### src/rtl/alu_op_sequencer.sv
// -----------------------------------------------------------------------------
// alu_op_sequencer
//
// Operand/result sequencer around an external 8-bit add/subtract ALU.
// Commands (LOAD_A, LOAD_B, ADD, SUB) arrive over a valid/ready handshake.
// The block holds the A/B operand registers and the subtract select that
// drive the ALU. It captures the ALU result one cycle after an ADD/SUB is
// launched. The captured result and its carry/zero flags go to a consumer
// over a second valid/ready handshake. With ACC_WRITEBACK=1 every ADD/SUB
// result is also written back into A, so A behaves as an accumulator.
//
// Ports:
//   clk, rst_n            rising-edge clock, asynchronous active-low reset
//   cmd_valid/cmd_ready   command handshake
//   cmd_op[1:0]           00 LOAD_A, 01 LOAD_B, 10 ADD, 11 SUB
//   cmd_data[7:0]         operand for LOADs (ignored for ADD/SUB)
//   alu_a, alu_b          operand registers, to the ALU
//   alu_sub               ALU subtract select
//   alu_out, alu_carry    ALU result and carry-out
//   res_valid/res_ready   result handshake
//   res_data, res_carry   captured ALU result and carry
//   res_zero              captured result equals zero
//   op_count              number of completed result handshakes (wraps)
// -----------------------------------------------------------------------------
module alu_op_sequencer #(
    parameter bit ACC_WRITEBACK = 1'b1
) (
    input  logic       clk,
    input  logic       rst_n,
    input  logic       cmd_valid,
    output logic       cmd_ready,
    input  logic [1:0] cmd_op,
    input  logic [7:0] cmd_data,
    output logic [7:0] alu_a,
    output logic [7:0] alu_b,
    output logic       alu_sub,
    input  logic [7:0] alu_out,
    input  logic       alu_carry,
    output logic       res_valid,
    input  logic       res_ready,
    output logic [7:0] res_data,
    output logic       res_carry,
    output logic       res_zero,
    output logic [7:0] op_count
);

    typedef enum logic [1:0] {
        ST_IDLE   = 2'b00,
        ST_EXEC   = 2'b01,
        ST_RESULT = 2'b10
    } state_t;

    localparam logic [1:0] OP_LOAD_A = 2'b00;
    localparam logic [1:0] OP_LOAD_B = 2'b01;

    state_t     state_reg;
    logic       cmd_ready_reg;
    logic       res_valid_reg;
    logic [7:0] a_reg;
    logic [7:0] b_reg;
    logic       sub_reg;
    logic [7:0] res_data_reg;
    logic       res_carry_reg;
    logic       res_zero_reg;
    logic [7:0] op_count_reg;

    // Handshake outputs are registered alongside the state so that no
    // command or res_ready input reaches an output combinationally.
    always_ff @(posedge clk or negedge rst_n) begin
        if (!rst_n) begin
            state_reg     <= ST_IDLE;
            cmd_ready_reg <= 1'b1;
            res_valid_reg <= 1'b0;
            a_reg         <= 8'h00;
            b_reg         <= 8'h00;
            sub_reg       <= 1'b0;
            res_data_reg  <= 8'h00;
            res_carry_reg <= 1'b0;
            res_zero_reg  <= 1'b0;
            op_count_reg  <= 8'h00;
        end else begin
            case (state_reg)
                ST_IDLE: begin
                    if (cmd_valid) begin
                        case (cmd_op)
                            OP_LOAD_A: a_reg <= cmd_data;
                            OP_LOAD_B: b_reg <= cmd_data;
                            default: begin
                                // ADD/SUB: operands already sit in A/B, only
                                // the subtract select changes at launch.
                                sub_reg       <= cmd_op[0];
                                state_reg     <= ST_EXEC;
                                cmd_ready_reg <= 1'b0;
                            end
                        endcase
                    end
                end
                ST_EXEC: begin
                    // ALU inputs have been stable since launch; take the result.
                    res_data_reg  <= alu_out;
                    res_carry_reg <= alu_carry;
                    res_zero_reg  <= (alu_out == 8'h00);
                    if (ACC_WRITEBACK) begin
                        a_reg <= alu_out;
                    end
                    state_reg     <= ST_RESULT;
                    res_valid_reg <= 1'b1;
                end
                ST_RESULT: begin
                    // Result registers are untouched here, so they stay
                    // stable for as long as the consumer stalls.
                    if (res_ready) begin
                        state_reg     <= ST_IDLE;
                        res_valid_reg <= 1'b0;
                        cmd_ready_reg <= 1'b1;
                        op_count_reg  <= op_count_reg + 8'd1;
                    end
                end
                default: begin
                    state_reg     <= ST_IDLE;
                    res_valid_reg <= 1'b0;
                    cmd_ready_reg <= 1'b1;
                end
            endcase
        end
    end

    assign cmd_ready = cmd_ready_reg;
    assign res_valid = res_valid_reg;
    assign alu_a     = a_reg;
    assign alu_b     = b_reg;
    assign alu_sub   = sub_reg;
    assign res_data  = res_data_reg;
    assign res_carry = res_carry_reg;
    assign res_zero  = res_zero_reg;
    assign op_count  = op_count_reg;

endmodule

### config.mk
export PLATFORM = sky130hd
export DESIGN_NAME = alu_op_sequencer
export DESIGN_NICKNAME = d
export VERILOG_FILES = /design/src/rtl/alu_op_sequencer.sv
export SDC_FILE = /design/constraint.sdc
export NUM_CORES = 1
export LEC_CHECK = 0
export ABC_AREA = 1
export CAP_MARGIN = 0
export CELL_PAD_IN_SITES_DETAIL_PLACEMENT = 1
export CELL_PAD_IN_SITES_GLOBAL_PLACEMENT = 1
export CORE_MARGIN = 2
export CORE_UTILIZATION = 44
export DETAILED_ROUTE_END_ITERATION = 6
export DONT_BUFFER_PORTS = 1
export PLACE_DENSITY = 0.74
export SKIP_CTS_REPAIR_TIMING = 1
export SLEW_MARGIN = 20
export SYNTH_ARGS = -nofsm -noshare
export SYNTH_HDL_FRONTEND = slang
export SYNTH_SLANG_ARGS = --single-unit
### constraint.sdc
create_clock -name clk -period 1.25 [get_ports clk]
set_input_delay 0.0625 -clock clk [delete_from_list [all_inputs] [get_ports clk]]
set_output_delay 0.0625 -clock clk [all_outputs]
set_load 0.01 [all_outputs]
Word-level counts from Yosys, hierarchy flattened
Cells that the tools add are included.
{"block": "classes", "add_sub_neg": 1, "eq_ne": 7, "mux": 13, "n_bitwise": 3, "n_reduce_logical": 12}
{"op": "8-bit two-way mux", "count": 2}
{"op": "8-bit case mux with 2 select lines", "count": 1}
{"op": "3-bit AND reduction", "count": 4}
{"op": "8-bit by 1-bit adder with 8-bit output, second input constant", "count": 1}
{"op": "8-bit zero test", "count": 1}
{"op": "2-bit two-way mux", "count": 3}
{"op": "2-bit inequality test, second input constant", "count": 3}
{"op": "1-bit case mux with 3 select lines", "count": 2}
{"op": "2-bit case mux with 3 select lines", "count": 1}
{"op": "2-bit by 1-bit equality test with 1-bit output, second input constant", "count": 2}
{"op": "2-bit zero test", "count": 2}
{"op": "1-bit two-way mux", "count": 4}
{"op": "2-bit AND reduction", "count": 2}
{"op": "4-bit AND reduction", "count": 1}
{"op": "1-bit NOT", "count": 3}
{"op": "2-bit equality test, second input constant", "count": 1}
{"op": "2-bit by 1-bit inequality test with 1-bit output, second input constant", "count": 1}
{"op": "2-bit nonzero test", "count": 1}
{"op": "2-bit OR reduction", "count": 1}
{"block": "totals", "register_bits": 39, "in_bits": 23, "out_inout_bits": 37, "word_cells": 46}

Depth between registers and ports, before layout
Gate-level depths: netlist of the first run.
{"block": "logic_depth", "word_depth": 5, "depth_mapped": 7, "ltp_nobuf": 7}

Worst setup path after synthesis of the first run
No wires, ideal clock.
{"block": "synth_timing", "path_kind": "register to register", "startpoint": "register state_reg[1]", "endpoint": "register b_reg[5] (netlist: alu_b[5])", "setup_ns": 0.126, "t_arrival_ns": 1.018, "required_time_ns": 1.124, "setup_slack_ns": 0.106, "path_stages_with_launch": 6, "n_path_buf": 1, "synth_period_minus_slack_ns": 1.144, "path_cell_list": "dfrtp_1 -> nor2_1 -> nand3_2 -> buf_2 -> nand2_1 -> o21ai_0"}
{"block": "synth_via", "elab_chain_len": 2}
{"element": "from (decl)", "line": "56", "text": "state_t state_reg;"}
{"element": "from (signal assigned)", "line": "71", "text": "state_reg <= ST_IDLE;"}
{"element": "from (signal assigned)", "line": "92", "text": "state_reg <= ST_EXEC;"}
{"element": "from (signal assigned)", "line": "106", "text": "state_reg <= ST_RESULT;"}
{"element": "2-bit zero test", "line": "82", "text": "case (state_reg)"}
{"element": "3-bit AND reduction (no line)"}
{"element": "to (signal assigned)", "line": "87", "text": "OP_LOAD_B: b_reg <= cmd_data;"}
{"element": "to (decl)", "line": "60", "text": "logic [7:0] b_reg;"}
No other way between the ends.
A chain may end at the register's enable or synchronous reset.

Worst setup path in the final report of the first run
{"block": "layout_timing", "startpoint": "input cmd_op[1]", "endpoint": "register a_reg[2] (netlist: alu_a[2])"}
{"block": "layout_via", "elab_chain_len": 3}
{"element": "from (decl)", "line": "32", "text": "input logic [1:0] cmd_op,"}
{"element": "2-bit zero test", "line": "85", "text": "case (cmd_op)"}
{"element": "2-bit by 1-bit inequality test with 1-bit output (no line)"}
{"element": "3-bit AND reduction (no line)"}
{"element": "to (signal assigned)", "line": "86", "text": "OP_LOAD_A: a_reg <= cmd_data;"}
{"element": "to (signal assigned)", "line": "104", "text": "a_reg <= alu_out;"}
{"element": "to (decl)", "line": "59", "text": "logic [7:0] a_reg;"}
No other way between the ends.

==> results of run 1 <==
==> cells in the mapped netlist <==
cell type	n	share of area
nand2_1	58	0.12
dfrtp_1	38	0.54
inv_1	35	0.075
nand3_1	18	0.051
nor2_1	17	0.036
o21ai_0	14	0.040
nand4_1	8	0.028
buf_2	3	0.0085
xor2_1	3	0.015
buf_4	2	0.0085
inv_2	2	0.0043
nand3_2	2	0.011
nand3b_1	2	0.0085
nor2_2	2	0.0071
nor2_4	2	0.013
a21oi_1	1	0.0028
dfstp_2	1	0.015
ha_1	1	0.0071
nor3_1	1	0.0028
o21ai_1	1	0.0028
==> where the power goes <==
part | internal, µW | switching [µW]
clock network | 396 | 421
logic | 347 | 484
registers | 1610 | 415
total | 2360 | 1320
==> through the flow <==
step	utilization	setup WS, ns
floorplan	-	0.106
global placement	0.497	0.0385
detailed placement	0.497	-0.0375
CTS	0.518	-0.0559
global route	0.589	-0.0425
finish	0.589	0.0299
==> worst reg2reg max path, cell delays in order, from the launching register on <==
cell	delay, ns
dfrtp_2	0.43
inv_2	0.06
nand2_4	0.10
buf_8	0.16
nor2_1	0.06
o21ai_0	0.22
nand2_1	0.09
==> how the worst max path moves through the flow <==
stage / start / endpoint / cells past startpoint
floorplan: state_reg[1]$_DFFE_PN0P_ / alu_b[5]$_DFFE_PN0P_ / 5
global placement: state_reg[1]$_DFFE_PN0P_ / alu_a[2]$_DFFE_PN0P_ / 6
detailed placement: state_reg[1]$_DFFE_PN0P_ / alu_a[2]$_DFFE_PN0P_ / 6
CTS: state_reg[1]$_DFFE_PN0P_ / alu_a[2]$_DFFE_PN0P_ / 6
global route: cmd_op[1] / alu_a[2]$_DFFE_PN0P_ / 6
finish: cmd_op[1] / alu_a[2]$_DFFE_PN0P_ / 6
==> final cells by class <==
class | instances | area [µm²] | share of cell area
flip-flops and latches | 39 | 980 | 0.444
repair buffers | 28 | 283 | 0.128
inverters | 37 | 139 | 0.0630
clock buffers | 8 | 80.1 | 0.0363
well taps | 48 | 60.1 | 0.0272
multi-input cells | 130 | 663 | 0.301
==> cell families after synthesis <==
logic type,synth area share
compound gates,0.0455
xor+xnor,0.0149
fa+ha+maj,0.00710
buf+inv,0.0959
flops,0.555
simple gates,0.282
==> routing by layer <==
metal / vias to the layer above / routed length, µm / global-route usage
met1: 760 / 1800 / 0.224
li1: 714 / - / -
met4: 0 / 42 / 0.0689
met5: - / 0 / 0
met3: 6 / 305 / 0.0950
met2: 44 / 2670 / 0.368
==> flow_metrics.tcl, run 1 <==
set metrics [dict create \
    status "finished with violations" \
    violations "hold timing" \
    synth.distinct_cells 20 \
    cts.sinks 39 \
    syn_inst 211 \
    cp-end-kind "flop" \
    max_freq_mhz 820 \
    slew_violations 0 \
    ff2ff_path_depth 6 \
    layout.cells.most_common_list "nand2_1 (55), dfrtp_1 (36), inv_1 (34)" \
    h-tree-depth 2 \
    nFillCells 459 \
    drt_pre_antenna_iters 4 \
    fin_area_um2 2200 \
    syn2layout_area_growth_pct 25.1 \
    drt_iter0_markers 79 \
    path_max_fanout 9 \
    fp-row-count 22 \
    clockRootBuffer "clkbuf_8" \
    ir_worst_vdd_mv 0.805 \
    num_vias 1524 \
    grt_pass1_vias 1489 \
    drv_cap 0 \
    final_layout_size_suffix_gt1_frac 0.140 \
    min_from "alu_out[3]" \
    cts.path.max_buffers 2 \
    fin_crit_ns 1.22 \
    grt_first_pass_wirelength_um 6890 \
    reg2reg_setup_slack_ns 0.03 \
    core_area_um2 3740 \
    ys_ff_latch 39 \
    hold_violations 1 \
    viasPerCell 5.26 \
    drcViolationCount 0 \
    slowest_stage "dlygate4sd3_1" \
    max_slew_margin 0.780 \
    arrival_ns 1.45 \
    grt_max_degree 40 \
    whs_ns -0.00965 \
    power_leakage_uw 0.00114 \
    dp_cells 263 \
    place_hpwl_um 3240 \
    die_h_um 67.3 \
    cts_tree "done" \
    cp-start-kind "primary input" \
    power_density_nw_per_um2 1670 \
    die-area_um2 4530 \
    power.total_uw 3680 \
    syn_avg_cell_area_um2 8.35 \
    cts_buffers 5 \
    critPathTopFamily "simple AND/OR/NAND/NOR gates" \
    seq_area_frac_synth 0.555 \
    start_util 0.471 \
    cp.required_ns 1.48 \
    worstReg2RegStart "state_reg[1]$_DFFE_PN0P_" \
    place_congestion 0.840 \
    syn_nets 235 \
    clock_latency_ns 0.29 \
    critPathMostFrequentCell "nand2_1" \
    ant_nets 0 \
    ios 60 \
    cp_cell_sequence "dlygate4sd3_1 > nor2_4 > nand2_2 > nand2_1 > o21ai_0 > nand2_1" \
    num_antenna_cells 0 \
    min_to "res_zero$_DFFE_PN0P_" \
    synth_warnings 0 \
    io_buffers 0 \
    finalWirelength_um 4810 \
    tns_ns 0 \
    final_common_cell "nand2_1" \
    hold_depth 3 \
    synth_area_um2 1760 \
    setup_viol 0 \
    fin_skew_ns 0.00564 \
    gr-usage-all-layers 0.210 \
    hold_class "primary input to flop" \
    stdcell_count 290 \
    cpPeakStageDelay_ns 0.60 \
    antenna_found_initial 0 \
    crit_type "primary input to flop" \
    die_x_um 67.3 \
    avgRoutedWirePerCell_um 16.6 \
    tightest_slew_ns 0.327 \
    r2r_end "alu_a[2]$_DFFE_PN0P_" \
    nets 265 \
    path_buf_inv 1 \
    fin_crit_sh 0.976 \
    grt_overflow 0 \
    postPlaceCellArea_um2 1860 \
    clk_pin_slew_worst_paths_ns 0.07 \
]
No activity file was read; power rests on OpenSTA's default activity.
==> run 2: changes to the inputs <==
Settings changed: SETUP_SLACK_MARGIN set to 0.1.
==> run 2 against run 1 <==
- first-iteration DRC count up 10%
- the run ends with setup timing left
- clock power is 0.7% higher
- largest power group unchanged
- critical endpoint unchanged
- non-clock buffer count rose by 2
==> flow_metrics.tcl, run 2 (same netlist as run 1, synthesis figures left out) <==
set metrics [dict create \
    cts.sinks 39 \
    drt_pre_antenna_iters 4 \
    path_buf_inv 2 \
    final_layout_size_suffix_gt1_frac 0.160 \
    min_to "res_zero$_DFFE_PN0P_" \
    fin_crit_sh 1.03 \
    max_slew_margin 0.783 \
    num_antenna_cells 0 \
    regArea_um2 980 \
    tns_ns -0.0342 \
    fp-row-count 22 \
    multi_input_area_um2 668 \
    cpPeakStageDelay_ns 0.43 \
    start_util 0.471 \
    grt_overflow 0 \
    hold_class "primary input to flop" \
    critPathTopFamily "flip-flops" \
    cp-end-kind "flop" \
    nFillCells 447 \
    place_congestion 0.840 \
    core_area_um2 3740 \
    drcViolationCount 0 \
    ant_nets 0 \
    fin_crit_ns 1.28 \
    syn2layout_area_growth_pct 28.1 \
    num_vias 1529 \
    clockRootBuffer "clkbuf_8" \
    rsz0062_at_grt "yes" \
    io_buffers 0 \
    whs_ns 0.00491 \
    die_h_um 67.3 \
    die-area_um2 4530 \
    worstReg2RegStart "state_reg[1]$_DFFE_PN0P_" \
    ios 60 \
    fin_skew_ns 0.00467 \
    setup_viol 1 \
    grt_pass1_vias 1489 \
    drt_iter0_markers 87 \
    path_max_fanout 8 \
    cts_tree "done" \
    nets 267 \
    cp.required_ns 1.42 \
    min_from "alu_out[3]" \
    status "finished with violations" \
    arrival_ns 1.46 \
    place_hpwl_um 3240 \
    cts_buffers 5 \
    tightest_slew_ns 0.323 \
    worst_slack_ns -0.0342 \
    slew_violations 0 \
    postLayoutCoreUtil 0.603 \
    stdcell_count 292 \
    cp_cell_sequence "inv_2 > nand2_4 > buf_12 > nor2_1 > o21ai_0 > nand2_1" \
    power_density_nw_per_um2 1660 \
    r2r_end "alu_a[2]$_DFFE_PN0P_" \
    antenna_found_initial 0 \
    hold_depth 3 \
    power_leakage_uw 0.00117 \
    avgRoutedWirePerCell_um 17.9 \
    reg2reg_setup_slack_ns -0.03 \
    die_x_um 67.3 \
    final_common_cell "nand2_1" \
    h-tree-depth 2 \
    hold_violations 0 \
    dp_cells 263 \
    crit_type "flop to flop" \
    cp-start-kind "flop" \
    ff2ff_path_depth 6 \
    finalWirelength_um 5220 \
    clk_pin_slew_worst_paths_ns 0.07 \
    clock_latency_ns 0.29 \
    grt_first_pass_wirelength_um 6890 \
    max_freq_mhz 779 \
    cts.path.max_buffers 2 \
    drv_cap 0 \
    violations "setup timing" \
    viasPerCell 5.24 \
    layout.cells.most_common_list "nand2_1 (55), dfrtp_1 (36), inv_1 (33)" \
    slowest_stage "dfrtp_2" \
    ir_worst_vdd_mv 0.864 \
    grt_max_degree 40 \
    gr-usage-all-layers 0.210 \
]
-- run 2: cell count changes in the layout (fill, tap and decap cells not counted), sizes merged --
cell / previous run / this run
clkbuf: 8 / 9
buf: 10 / 11
-- run 2: how the worst max path moves through the flow --
stage	cells after the start	startpoint	slack [ns]	to
after global routing	6	state_reg[1]$_DFFE_PN0P_	-0.08	alu_a[2]$_DFFE_PN0P_
after floorplan	5	state_reg[1]$_DFFE_PN0P_	0.11	alu_b[5]$_DFFE_PN0P_
after detailed placement	6	state_reg[1]$_DFFE_PN0P_	-0.04	alu_a[2]$_DFFE_PN0P_
final	6	state_reg[1]$_DFFE_PN0P_	-0.03	alu_a[2]$_DFFE_PN0P_
after CTS	6	state_reg[1]$_DFFE_PN0P_	-0.06	alu_a[2]$_DFFE_PN0P_
after global placement	6	state_reg[1]$_DFFE_PN0P_	0.04	alu_a[2]$_DFFE_PN0P_
-- run 2: layout make-up --
| cell class | instances | share of cell area |
|---|---|---|
| Timing Repair Buffer | 30 | 0.145 |
| Clock buffer | 8 | 0.0355 |
| Tap cell | 48 | 0.0266 |
| Inverter | 37 | 0.0626 |
| Sequential cell | 39 | 0.434 |
| Multi-Input combinational cell | 130 | 0.296 |
-- run 2: worst min-delay path, stage by stage --
cell     delay, ns
inv_1         0.03
nand3_1       0.07
o21ai_0       0.09
-- run 2: where the power goes --
part / leakage (µW) / internal (µW) / total [µW] / switching (µW)
sequential: 0.000488 / 1610 / 2040 / 426
combinational: 0.000639 / 370 / 883 / 513
clock: 0.0000395 / 396 / 824 / 428
-- run 2: per-layer routing --
metal,GRT usage,share of wire,vias to the layer above
li1,-,-,715
met1,0.224,0.38,758
met2,0.368,0.54,46
met3,0.0950,0.056,10
met4,0.0689,0.021,0
met5,0,0,-
-- run 2: per-stage QoR --
step	setup WS, ns	total power, µW	area [µm²]
global placement	0.0385	2670	1860
floorplan	0.106	2440	1760
CTS	-0.0559	3570	1940
finish	-0.0342	3750	2260
detailed placement	-0.0375	2740	1860
global route	-0.0834	3980	2260
